$ cat src/rtl/riscv_defines.sv
// Core-wide definitions: CSR operation encodings and CSR address map entries.
// Latency: n/a (constants only).
// Backpressure: n/a.
package riscv_defines;

    localparam logic [1:0] CSR_OP_NONE  = 2'b00;
    localparam logic [1:0] CSR_OP_WRITE = 2'b01;
    localparam logic [1:0] CSR_OP_SET   = 2'b10;
    localparam logic [1:0] CSR_OP_CLEAR = 2'b11;

    // First of the per-channel MAC-load address CSRs; channel c lives at base+c.
    localparam logic [11:0] CSR_MACLOAD_BASE = 12'h7D0;

endpackage

$ cat src/rtl/macload_agu_ch.sv
// One address channel: two-level loop counters and next-address selection.
// Latency: o_next_addr is combinational from inputs; counters advance on the grant edge.
// Backpressure: none; only ever acts when the arbiter grants it.
// Ports: clk_i/rstn_i clock and async reset; i_clr_n per-channel soft reset;
//        i_grant advance request; i_address..i_outer_skip CSR values; o_next_addr.
module macload_agu_ch
    import riscv_defines::*;
#(
    parameter int AW = 32,
    parameter int CW = 16
) (
    input  logic          clk_i,
    input  logic          rstn_i,
    input  logic          i_clr_n,
    input  logic          i_grant,
    input  logic [AW-1:0] i_address,
    input  logic [AW-1:0] i_stride,
    input  logic [AW-1:0] i_rollback,
    input  logic [AW-1:0] i_outer_rollback,
    input  logic [CW-1:0] i_skip,
    input  logic [CW-1:0] i_outer_skip,
    output logic [AW-1:0] o_next_addr
);

    logic [CW-1:0] r_in;
    logic [CW-1:0] r_out;
    logic          w_inner;
    logic          w_outer;

    // Inner loop still running -> stride; inner done but outer running ->
    // rollback; both done -> outer rollback and restart both loops.
    assign w_inner = (r_in < i_skip);
    assign w_outer = (r_out < i_outer_skip);

    always_comb begin
        if (w_inner) begin
            o_next_addr = i_address + i_stride;
        end else if (w_outer) begin
            o_next_addr = i_address + i_rollback;
        end else begin
            o_next_addr = i_address + i_outer_rollback;
        end
    end

    always_ff @(posedge clk_i or negedge rstn_i) begin
        if (!rstn_i) begin
            r_in  <= '0;
            r_out <= '0;
        end else if (!i_clr_n) begin
            r_in  <= '0;
            r_out <= '0;
        end else if (i_grant) begin
            if (w_inner) begin
                r_in <= r_in + 1'b1;
            end else if (w_outer) begin
                r_in  <= '0;
                r_out <= r_out + 1'b1;
            end else begin
                r_in  <= '0;
                r_out <= '0;
            end
        end
    end

endmodule

$ cat src/rtl/macload_agu.sv
// MAC-load address generator: per-channel loop AGUs sharing one CSR write port.
// Latency: grant and CSR write are combinational in the request cycle; losers queue one deep.
// Backpressure: stall_o (registered) is high while any channel has a queued write.
// Ports: clk_i/rstn_i; id_valid_i/ex_valid_i/update_i requests; csr_rstn_i soft resets;
//        per-channel CSR values in; csr_op_o/csr_address_o/updated_address_o write port;
//        stall_o and sticky overflow_o out.
module macload_agu
    import riscv_defines::*;
#(
    parameter int          NUM_CH   = 2,
    parameter int          AW       = 32,
    parameter int          CW       = 16,
    parameter logic [11:0] CSR_BASE = CSR_MACLOAD_BASE
) (
    input  logic                 clk_i,
    input  logic                 rstn_i,
    input  logic                 id_valid_i,
    input  logic                 ex_valid_i,
    input  logic [NUM_CH-1:0]    update_i,
    input  logic [NUM_CH-1:0]    csr_rstn_i,
    input  logic [NUM_CH*AW-1:0] address_i,
    input  logic [NUM_CH*AW-1:0] stride_i,
    input  logic [NUM_CH*AW-1:0] rollback_i,
    input  logic [NUM_CH*AW-1:0] outer_rollback_i,
    input  logic [NUM_CH*CW-1:0] skip_i,
    input  logic [NUM_CH*CW-1:0] outer_skip_i,
    output logic [AW-1:0]        updated_address_o,
    output logic [1:0]           csr_op_o,
    output logic [11:0]          csr_address_o,
    output logic                 stall_o,
    output logic [NUM_CH-1:0]    overflow_o
);

    localparam int IW = (NUM_CH > 1) ? $clog2(NUM_CH) : 1;

    logic [NUM_CH-1:0] w_req;
    logic [NUM_CH-1:0] w_cand;
    logic [NUM_CH-1:0] w_gnt;
    logic [NUM_CH-1:0] w_pend_nxt;
    logic [NUM_CH-1:0] w_ovf_nxt;
    logic [AW-1:0]     w_next_addr [NUM_CH];
    logic [IW-1:0]     w_sel;
    logic              w_any;

    logic [NUM_CH-1:0] r_pend;
    logic [NUM_CH-1:0] r_ovf;
    logic              r_stall;

    assign w_req = update_i & {NUM_CH{id_valid_i & ex_valid_i}};

    // A channel held in soft reset never wins; nothing wins during core reset
    // so the write port reads idle while rstn_i is low.
    assign w_cand = (w_req | r_pend) & csr_rstn_i & {NUM_CH{rstn_i}};

    // Fixed priority: lowest index wins.
    always_comb begin
        w_gnt = '0;
        w_any = 1'b0;
        w_sel = '0;
        for (int c = 0; c < NUM_CH; c++) begin
            if (w_cand[c] && !w_any) begin
                w_gnt[c] = 1'b1;
                w_any    = 1'b1;
                w_sel    = c[IW-1:0];
            end
        end
    end

    always_comb begin
        csr_op_o          = CSR_OP_NONE;
        csr_address_o     = '0;
        updated_address_o = '0;
        if (w_any) begin
            csr_op_o          = CSR_OP_WRITE;
            csr_address_o     = CSR_BASE + {{(12-IW){1'b0}}, w_sel};
            updated_address_o = w_next_addr[w_sel];
        end
    end

    // Queue depth is one per channel: a fresh request arriving while one is
    // already queued (and the channel loses again) is dropped and flagged.
    assign w_pend_nxt = csr_rstn_i & (w_req | r_pend) & ~w_gnt;
    assign w_ovf_nxt  = csr_rstn_i & (r_ovf | (w_req & r_pend & ~w_gnt));

    always_ff @(posedge clk_i or negedge rstn_i) begin
        if (!rstn_i) begin
            r_pend  <= '0;
            r_ovf   <= '0;
            r_stall <= 1'b0;
        end else begin
            r_pend  <= w_pend_nxt;
            r_ovf   <= w_ovf_nxt;
            r_stall <= |w_pend_nxt;
        end
    end

    assign stall_o    = r_stall;
    assign overflow_o = r_ovf;

    for (genvar c = 0; c < NUM_CH; c++) begin : g_ch
        macload_agu_ch #(
            .AW(AW),
            .CW(CW)
        ) u_ch (
            .clk_i            (clk_i),
            .rstn_i           (rstn_i),
            .i_clr_n          (csr_rstn_i[c]),
            .i_grant          (w_gnt[c]),
            .i_address        (address_i[c*AW +: AW]),
            .i_stride         (stride_i[c*AW +: AW]),
            .i_rollback       (rollback_i[c*AW +: AW]),
            .i_outer_rollback (outer_rollback_i[c*AW +: AW]),
            .i_skip           (skip_i[c*CW +: CW]),
            .i_outer_skip     (outer_skip_i[c*CW +: CW]),
            .o_next_addr      (w_next_addr[c])
        );
    end

endmodule

$ cat config.mk
export PLATFORM = sky130hd
export DESIGN_NAME = macload_agu
export DESIGN_NICKNAME = d
export VERILOG_FILES = /design/src/rtl/riscv_defines.sv /design/src/rtl/macload_agu_ch.sv /design/src/rtl/macload_agu.sv
export SDC_FILE = /design/constraint.sdc
export NUM_CORES = 1
export LEC_CHECK = 0
export BUFFER_PORTS_ARGS = -buffer_cell sky130_fd_sc_hd__buf_2
export CAP_MARGIN = 20
export CORE_ASPECT_RATIO = 1.75
export CORE_UTILIZATION = 47
export DETAILED_ROUTE_END_ITERATION = 10
export GPL_TIMING_DRIVEN = 0
export PLACE_DENSITY_LB_ADDON = 0.15
export SYNTH_ARGS = -nofsm -noshare
export SYNTH_HDL_FRONTEND = slang
export SYNTH_HIERARCHICAL = 1
export SYNTH_SLANG_ARGS = --single-unit
$ cat constraint.sdc
create_clock -name clk_i -period 4.1 [get_ports clk_i]
set_input_delay 0 -clock clk_i [delete_from_list [all_inputs] [get_ports clk_i]]
set_output_delay 0 -clock clk_i [all_outputs]
set_load 0.01 [all_outputs]
==> metrics.md, run 1 <==
| Metric | Value |
|---|---|
| Status | finished with violations |
| Failing checks | negative setup slack |
| Mapped Avg Cell Area | 7.53 um^2 |
| Core area | 21600 um^2 |
| Routability Congestion | 0.902 |
| EDFF count, synth | 0 |
| Filler instances | 1835 |
| WP buf/inv | 4 |
| Most frequent cells in the layout | buf_2, nand2_1, buf_4 |
| Drt total wl | 37500 um |
| Total grt overflow | 0 |
| Crit end category | output pin |
| Die area | 22600 um^2 |
| Final worst path period share | 123% |
| Gate power share | 50.6% |
| Largest family of logic cells by synthesized area | compound AO/OA/AOI/OAI gates |
| Nets | 2332 |
| Post-Syn Area | 10300 um^2 |
| DR vias | 12.1k |
| Dpl hpwl | 28300 um |
| Clock power frac | 26.8% |
| Clk pin slew, worst setup/hold paths | 0.06 ns |
| Initial Utilization | 47.9% |
| Net Switching | 0.00115 W |
| Hold Path Class | primary input to async pin |
| # IOs | 377 |
| Top sig layer | met4 |
| Critical path's slowest cell | dfrtp_1 |
| Number of CTS-inserted buffers | 9 |
| Die H | 198 um |
| Worst setup margin | -0.961 ns |
| First-pass GRT wire length | 55200 um |
| Fmax achieved | 0.198 GHz |
| Worst Path Required | 4.10 ns |
| Power Density | 208 nW/um^2 |
| Wire length on met3 | 1510 um |
| Lkg Pwr | 7.98 nW |
| Share of async-settable or async-resettable flops after synthesis | 100% |
| Antenna violations before repair | 1 |
| Final setup fails | 28 |
| Class of the most critical setup path | flop to output pin |
| Vias/cell | 5.55 |
| Iteration count of the initial detailed-routing pass | 5 |
| Worst slew margin | 60.2% |
| Setup repair after global routing missed its margin | yes |
| Minimum clock period | 5.06 ns |
| Worst Skew | 0.00598 ns |
| DRC | 0 |
| Most common cell after layout, fill and taps aside | buf_2 |
| Setup crit start | g_ch[1].u_ch/r_out[5] |
| Fin util | 70.8% |
| Crit path largest cell delay | 0.42 ns |
| Buffers on Ports | 370 |
| Number of cells after detailed placement | 2043 |
| Vias in the first global route | 11.6k |
| Drt first-iter violations | 456 |
| Yosys cell types | 83 |
| Post-synthesis instance total | 1375 |
| Post-synthesis xor/xnor area fraction | 7.02% |
| Fin. Hold Viols | 0 |
| Die X | 114 um |
| Cell mode on critical path | a21oi_4 |
| Slew @ Worst Pin | 0.594 ns |
| Register area share after synthesis | 16.7% |
| CP Max Fanout | 5 |
| Worst-Skew Late Latency | 0.34 ns |
| Worst Path Arrival | 5.06 ns |
| Flop pwr share | 22.6% |
| Largest net degree at the start of global routing | 68 |
| Yosys reg bits | 69 |
| Launching point of the worst reg2reg path | g_ch[0].u_ch/r_in[13] |
| Global Route Usage Sum | 30.9% |
| Simple-gate share of the synthesized area | 20.7% |
| CTS tree | built |
| Ys Warns | 6 |
| Adder-cell share of the synthesized area | 15.7% |
| Met2 WL | 20300 um |
| Power Internal | 0.00202 W |
| Slew Viols, Final | 0 |
| Peak VDD IR | 0.178 mV |
| Mux cell area share after synthesis | 6.59% |
| WL/cell | 17.2 um |
| WHS | 0.0159 ns |
| Fin cells | 2175 |
| Compound-Gate Fraction of Synth Area | 25.9% |
| Sw frac | 36.3% |
| Worst Setup Start Kind | flop |
| Area Overhead vs Synth | 47.7% |
| Share of cells above drive strength 1 | 43.5% |
| CTS H-tree depth | 3 |
| Post-DRT Antenna Nets | 0 |
| Critical path's top delay family | compound AO/OA/AOI/OAI gates |
| CTS root buf | clkbuf_16 |
| Wl on met1 | 13900 um |
| Clock sink count | 69 |
| Max-cap viol count | 0 |
| Top_reg_cell synth | dfrtp_1 |
| Clk buf depth | 2 |
| Row count | 71 |
-- power groups by stage --
stage | Combinational [W] | Clock, W | Sequential (W)
3_3_place_gp | 0.00118 | 0 | 0.000728
2_1_floorplan | 0.000785 | 0 | 0.000724
3_5_place_dp | 0.00119 | 0 | 0.000730
4_1_cts | 0.00143 | 0.000862 | 0.000715
5_1_grt | 0.00173 | 0.000895 | 0.000719
6_report | 0.00161 | 0.000852 | 0.000717
-- worst register-to-register path, stage by stage (launching register included) --
cell      delay [ns]
dfrtp_1         0.43
ha_4            0.30
a21oi_2         0.07
o21ai_4         0.21
nor2_1          0.10
a21oi_2         0.20
nand2_2         0.12
buf_4           0.22
o21ai_1         0.49
clkbuf_1        0.42
o21ai_0         0.20
nand2_1         0.11
o21ai_1         0.06
-- cell families after synthesis --
group / Yosys count
simple gates: 470
compound gates: 404
buf+inv: 151
fa+ha+maj: 129
xor+xnor: 83
flops: 69
mux: 68
other cells: 1
-- final timing paths --
kind / depth (start not counted) / slack, ns / endpoint
max in group asynchronous: 3 / 3.51 / g_ch[0].u_ch/r_out[4]
min in group clk_i: 2 / 0.05 / g_ch[0].u_ch/r_in[1]
worst max register to register: 12 / 1.05 / g_ch[0].u_ch/r_out[2]
worst min register to register: 2 / 0.52 / overflow_o[0]
worst min-delay path: 2 / 0.02 / g_ch[1].u_ch/r_out[2]
worst max-delay path: 25 / -0.96 / updated_address_o[24]
-- repair_timing --
action | CTS | global route
setup buffers | 78 | 49
hold buffers | 2 | 0
gates resized for setup | 182 | 153
endpoints found under the setup margin | 30 | 29
cloned | 1 | 1
pin swaps | 91 | 137
endpoints found under the hold margin | 70 | 0
-- cells in the mapped netlist, types with 6 or more instances --
cell type,n,area share (%)
a211oi_1,8,0.58
a21o_1,19,1.4
a21oi_1,88,4.3
a31oi_1,6,0.36
and3_1,21,1.3
and3_2,7,0.51
buf_2,12,0.58
buf_4,13,0.94
buf_6,10,1.1
clkbuf_1,17,0.62
dfrtp_1,69,17
ha_1,126,15
inv_1,90,3.3
mux2i_1,67,6.5
nand2_1,231,8.4
nand2b_1,11,0.67
nand3_1,38,1.8
nand4_1,18,1.1
nor2_1,89,3.2
nor2b_1,10,0.60
nor3_1,17,0.82
o211ai_1,12,0.87
o21a_1,10,0.73
o21ai_0,142,6.9
o21ai_1,23,1.1
o21bai_1,8,0.58
o22ai_2,30,3.6
o31ai_1,6,0.44
xnor2_1,53,4.5
xor2_1,30,2.5
-- sequential cells by signal (all words and copies together) (netlist names) --
name / count
stall_o: 1
g_ch.u_ch/r_in: 32
overflow_o: 2
r_pend: 2
g_ch.u_ch/r_out: 32
-- through the flow --
| step | setup TNS [ns] | power [W] | area, um^2 | worst slack [ns] |
|---|---|---|---|---|
| after detailed placement | -19.56 | 0.00192 | 12700 | -1.22 |
| after global placement | -17.53 | 0.00191 | 12600 | -1.19 |
| after global routing | -20.35 | 0.00334 | 15300 | -1.14 |
| after CTS | -15.65 | 0.00300 | 14300 | -0.991 |
| after floorplan | -0.234 | 0.00151 | 10400 | -0.129 |
| final | -15.56 | 0.00318 | 15300 | -0.961 |
-- layer usage --
layer / up-vias / GRT usage (%)
met3: 96 / 3.46
met2: 355 / 58.7
met1: 5758 / 33.5
li1: 5857 / -
met4: 0 / 14.2
met5: - / 0
-- final cells by class --
cell class / instances / area (um^2) / area share (%)
Inverter: 90 / 338 / 2.21
Sequential cell: 69 / 1740 / 11.4
Timing Repair Buffer: 489 / 2930 / 19.2
Antenna cell: 2 / 5.00 / 0.0327
Buffer: 57 / 510 / 3.34
Clock buffer: 10 / 239 / 1.56
Clock inverter: 6 / 86.3 / 0.565
Tap cell: 292 / 365 / 2.39
Multi-Input combinational cell: 1160 / 9080 / 59.4
No activity file was read; power rests on OpenSTA's default activity.
==> run 2: changes to the inputs <==
REMOVE_ABC_BUFFERS = 1   (was unset)
==> run 2 against run 1 <==
Against the previous run: the flow still finishes with violations (negative setup slack); critical path depth fell by 1; maximum frequency shrank 0.80%; flip-flop and latch count unchanged; critical endpoint is now updated_address_o[28]; largest power group unchanged; highest routed layer unchanged.
==> metrics.md, run 2 (synthesized netlist as in run 1, its figures left out) <==
| Metric | Value |
|---|---|
| Total grt overflow | 0 (unchanged) |
| Worst Setup Start Kind | flop |
| Setup repair after global routing missed its margin | yes |
| Crit end category | output pin |
| Number of CTS-inserted buffers | 9 (unchanged) |
| Die area | 22600 um^2 (unchanged) |
| Max-cap viol count | 0 (unchanged) |
| DRC | 0 (unchanged) |
| Global Route Usage Sum | 29.9% (-0.99 points) |
| Clk pin slew, worst setup/hold paths | 0.06 ns (about the same) |
| Lkg Pwr | 7.72 nW (-3.2%) |
| Die X | 114 um (unchanged) |
| Worst Skew | 0.00469 ns (-0.00129 ns) |
| Worst Path Arrival | 5.10 ns (+0.04 ns) |
| Power Density | 201 nW/um^2 (-3.5%) |
| Hold Path Class | primary input to flop |
| Most frequent cells in the layout | buf_2, nand2_1, ha_1 |
| Worst setup margin | -1.00 ns (-0.0407 ns) |
| Fmax achieved | 0.196 GHz (-0.80%) |
| First-pass GRT wire length | 53400 um (-3.3%) |
| Clk buf depth | 2 (unchanged) |
| Worst slew margin | 34.8% (-25 points) |
| Largest registers | g_ch.u_ch/r_in (32), g_ch.u_ch/r_out (32) |
| Routability Congestion | 0.926 (+2.6%) |
| Die H | 198 um (unchanged) |
| Worst Path Required | 4.10 ns (about the same) |
| Worst Min Path Start | csr_rstn_i[0] |
| Drt first-iter violations | 568 (+25%) |
| Antenna violations before repair | 3 (+2) |
| Largest net degree at the start of global routing | 87 (+28%) |
| Status | finished with violations |
| Final setup fails | 28 (unchanged) |
| Clock sink count | 69 (unchanged) |
| CTS root buf | clkbuf_16 |
| CTS tree | built |
| CTS H-tree depth | 3 (unchanged) |
| Vias/cell | 5.47 (-1.4%) |
| Tot Pwr | 0.00294 W (-7.5%) |
| Final worst path period share | 124% (+0.99 points) |
| Row count | 71 (unchanged) |
| Minimum clock period | 5.10 ns (+0.0407 ns) |
| Fin. Hold Viols | 0 (unchanged) |
| Class of the most critical setup path | flop to output pin |
| CP Max Fanout | 5 (unchanged) |
| Drt total wl | 35900 um (-4.1%) |
| Worst-Skew Late Latency | 0.33 ns (about the same) |
| Post-DRT Antenna Nets | 0 (unchanged) |
| Setup crit start | g_ch[1].u_ch/r_out[1] |
| Peak VDD IR | 0.145 mV (-18%) |
| Most common cell after layout, fill and taps aside | buf_2 |
| WL/cell | 16.8 um (-2.5%) |
| Slew @ Worst Pin | 0.977 ns (+0.384 ns) |
| Slew Viols, Final | 0 (unchanged) |
| Share of cells above drive strength 1 | 39.3% (-4.1 points) |
| Launching point of the worst reg2reg path | g_ch[0].u_ch/r_out[1] |
| Filler instances | 1904 (+3.8%) |
| Fin util | 67.9% (-2.9 points) |
| Failing checks | negative setup slack |
| Vias in the first global route | 11.5k (-0.95%) |
| Nets | 2297 (-1.5%) |
| DR vias | 11.7k (-3.1%) |
| Buffers on Ports | 370 (unchanged) |
| Iteration count of the initial detailed-routing pass | 5 (unchanged) |
| Initial Utilization | 47.9% (unchanged) |
| Core area | 21600 um^2 (unchanged) |
| Area Overhead vs Synth | 41.6% |
| # IOs | 377 (unchanged) |
| Dpl hpwl | 25700 um (-9.4%) |
-- run 2: where the power goes --
part / internal, W / switching [W]
sequential: 0.000697 / 0.0000242
clock: 0.000454 / 0.000291
combinational: 0.000734 / 0.000738
total: 0.00189 / 0.00105
-- run 2: path summary, 6_finish.rpt --
kind                       slack [ns]                    end  cells past startpoint
min reg2reg                      0.50          overflow_o[0]                      2
min                              0.05   g_ch[0].u_ch/r_in[1]                      2
max reg2reg                      0.70  g_ch[0].u_ch/r_out[5]                     13
max                             -1.00  updated_address_o[28]                     24
min in group asynchronous        0.18  g_ch[0].u_ch/r_in[11]                      2
max in group asynchronous        3.22  g_ch[0].u_ch/r_out[3]                      3
-- run 2: through the flow --
stage | hold slack [ns] | cells | area [um^2] | worst slack (ns) | setup TNS, ns
3_3_place_gp | 0.380 | 1981 | 12200 | -2.80 | -105.91
2_1_floorplan | -0.296 | 1319 | 9940 | -0.878 | -10.26
5_1_grt | 0.0664 | 2139 | 14700 | -1.20 | -23.58
4_1_cts | 0.0379 | 2088 | 13900 | -0.998 | -16.04
6_report | 0.0483 | 2139 | 14700 | -1.00 | -18.05
3_5_place_dp | -0.0220 | 1990 | 12400 | -1.81 | -29.83
-- run 2: layout make-up --
class	instances	area [um^2]	share of cell area [%]
repair buffers	510	3300	22.5
clock buffers	12	267	1.82
inverters	90	338	2.31
well taps	292	365	2.49
multi-input cells	1161	8630	58.9
flip-flops and latches	69	1740	11.9
clock inverters	3	20.0	0.137
diodes	2	5.00	0.0342
-- run 2: critical path, stage by stage (launching register included) --
cell and delay (ns):
dfrtp_1 0.42, ha_1 0.29, a2111o_1 0.38, a21oi_2 0.21, o31ai_4 0.11, a21oi_4 0.20
clkbuf_16 0.17, buf_16 0.13, buf_8 0.11, mux2i_1 0.18, o21ai_1 0.09, ha_1 0.36
o211ai_1 0.31, a21oi_4 0.07, o2111ai_4 0.27, a211oi_4 0.09, buf_6 0.14, a21oi_4 0.21
o21ai_4 0.10, a31o_2 0.28, a21oi_2 0.13, xnor2_1 0.13, nand2_1 0.08, o22ai_2 0.14
buf_2 0.16
-- run 2: metal layers --
metal	up-vias	track usage (%)	share of wire [%]
met1	5391	29.3	36
met5	-	0	0
met4	0	18.8	5.7
li1	5803	-	-
met2	396	58.5	55
met3	106	2.97	3.7
-- run 2: repair_timing --
item	CTS	global route
hold buffers	1	0
endpoints found under the setup margin	31	29
gates resized for setup	149	81
pin swaps	96	89
cloned	5	2
setup buffers	77	50
hold endpoints to repair	45	0
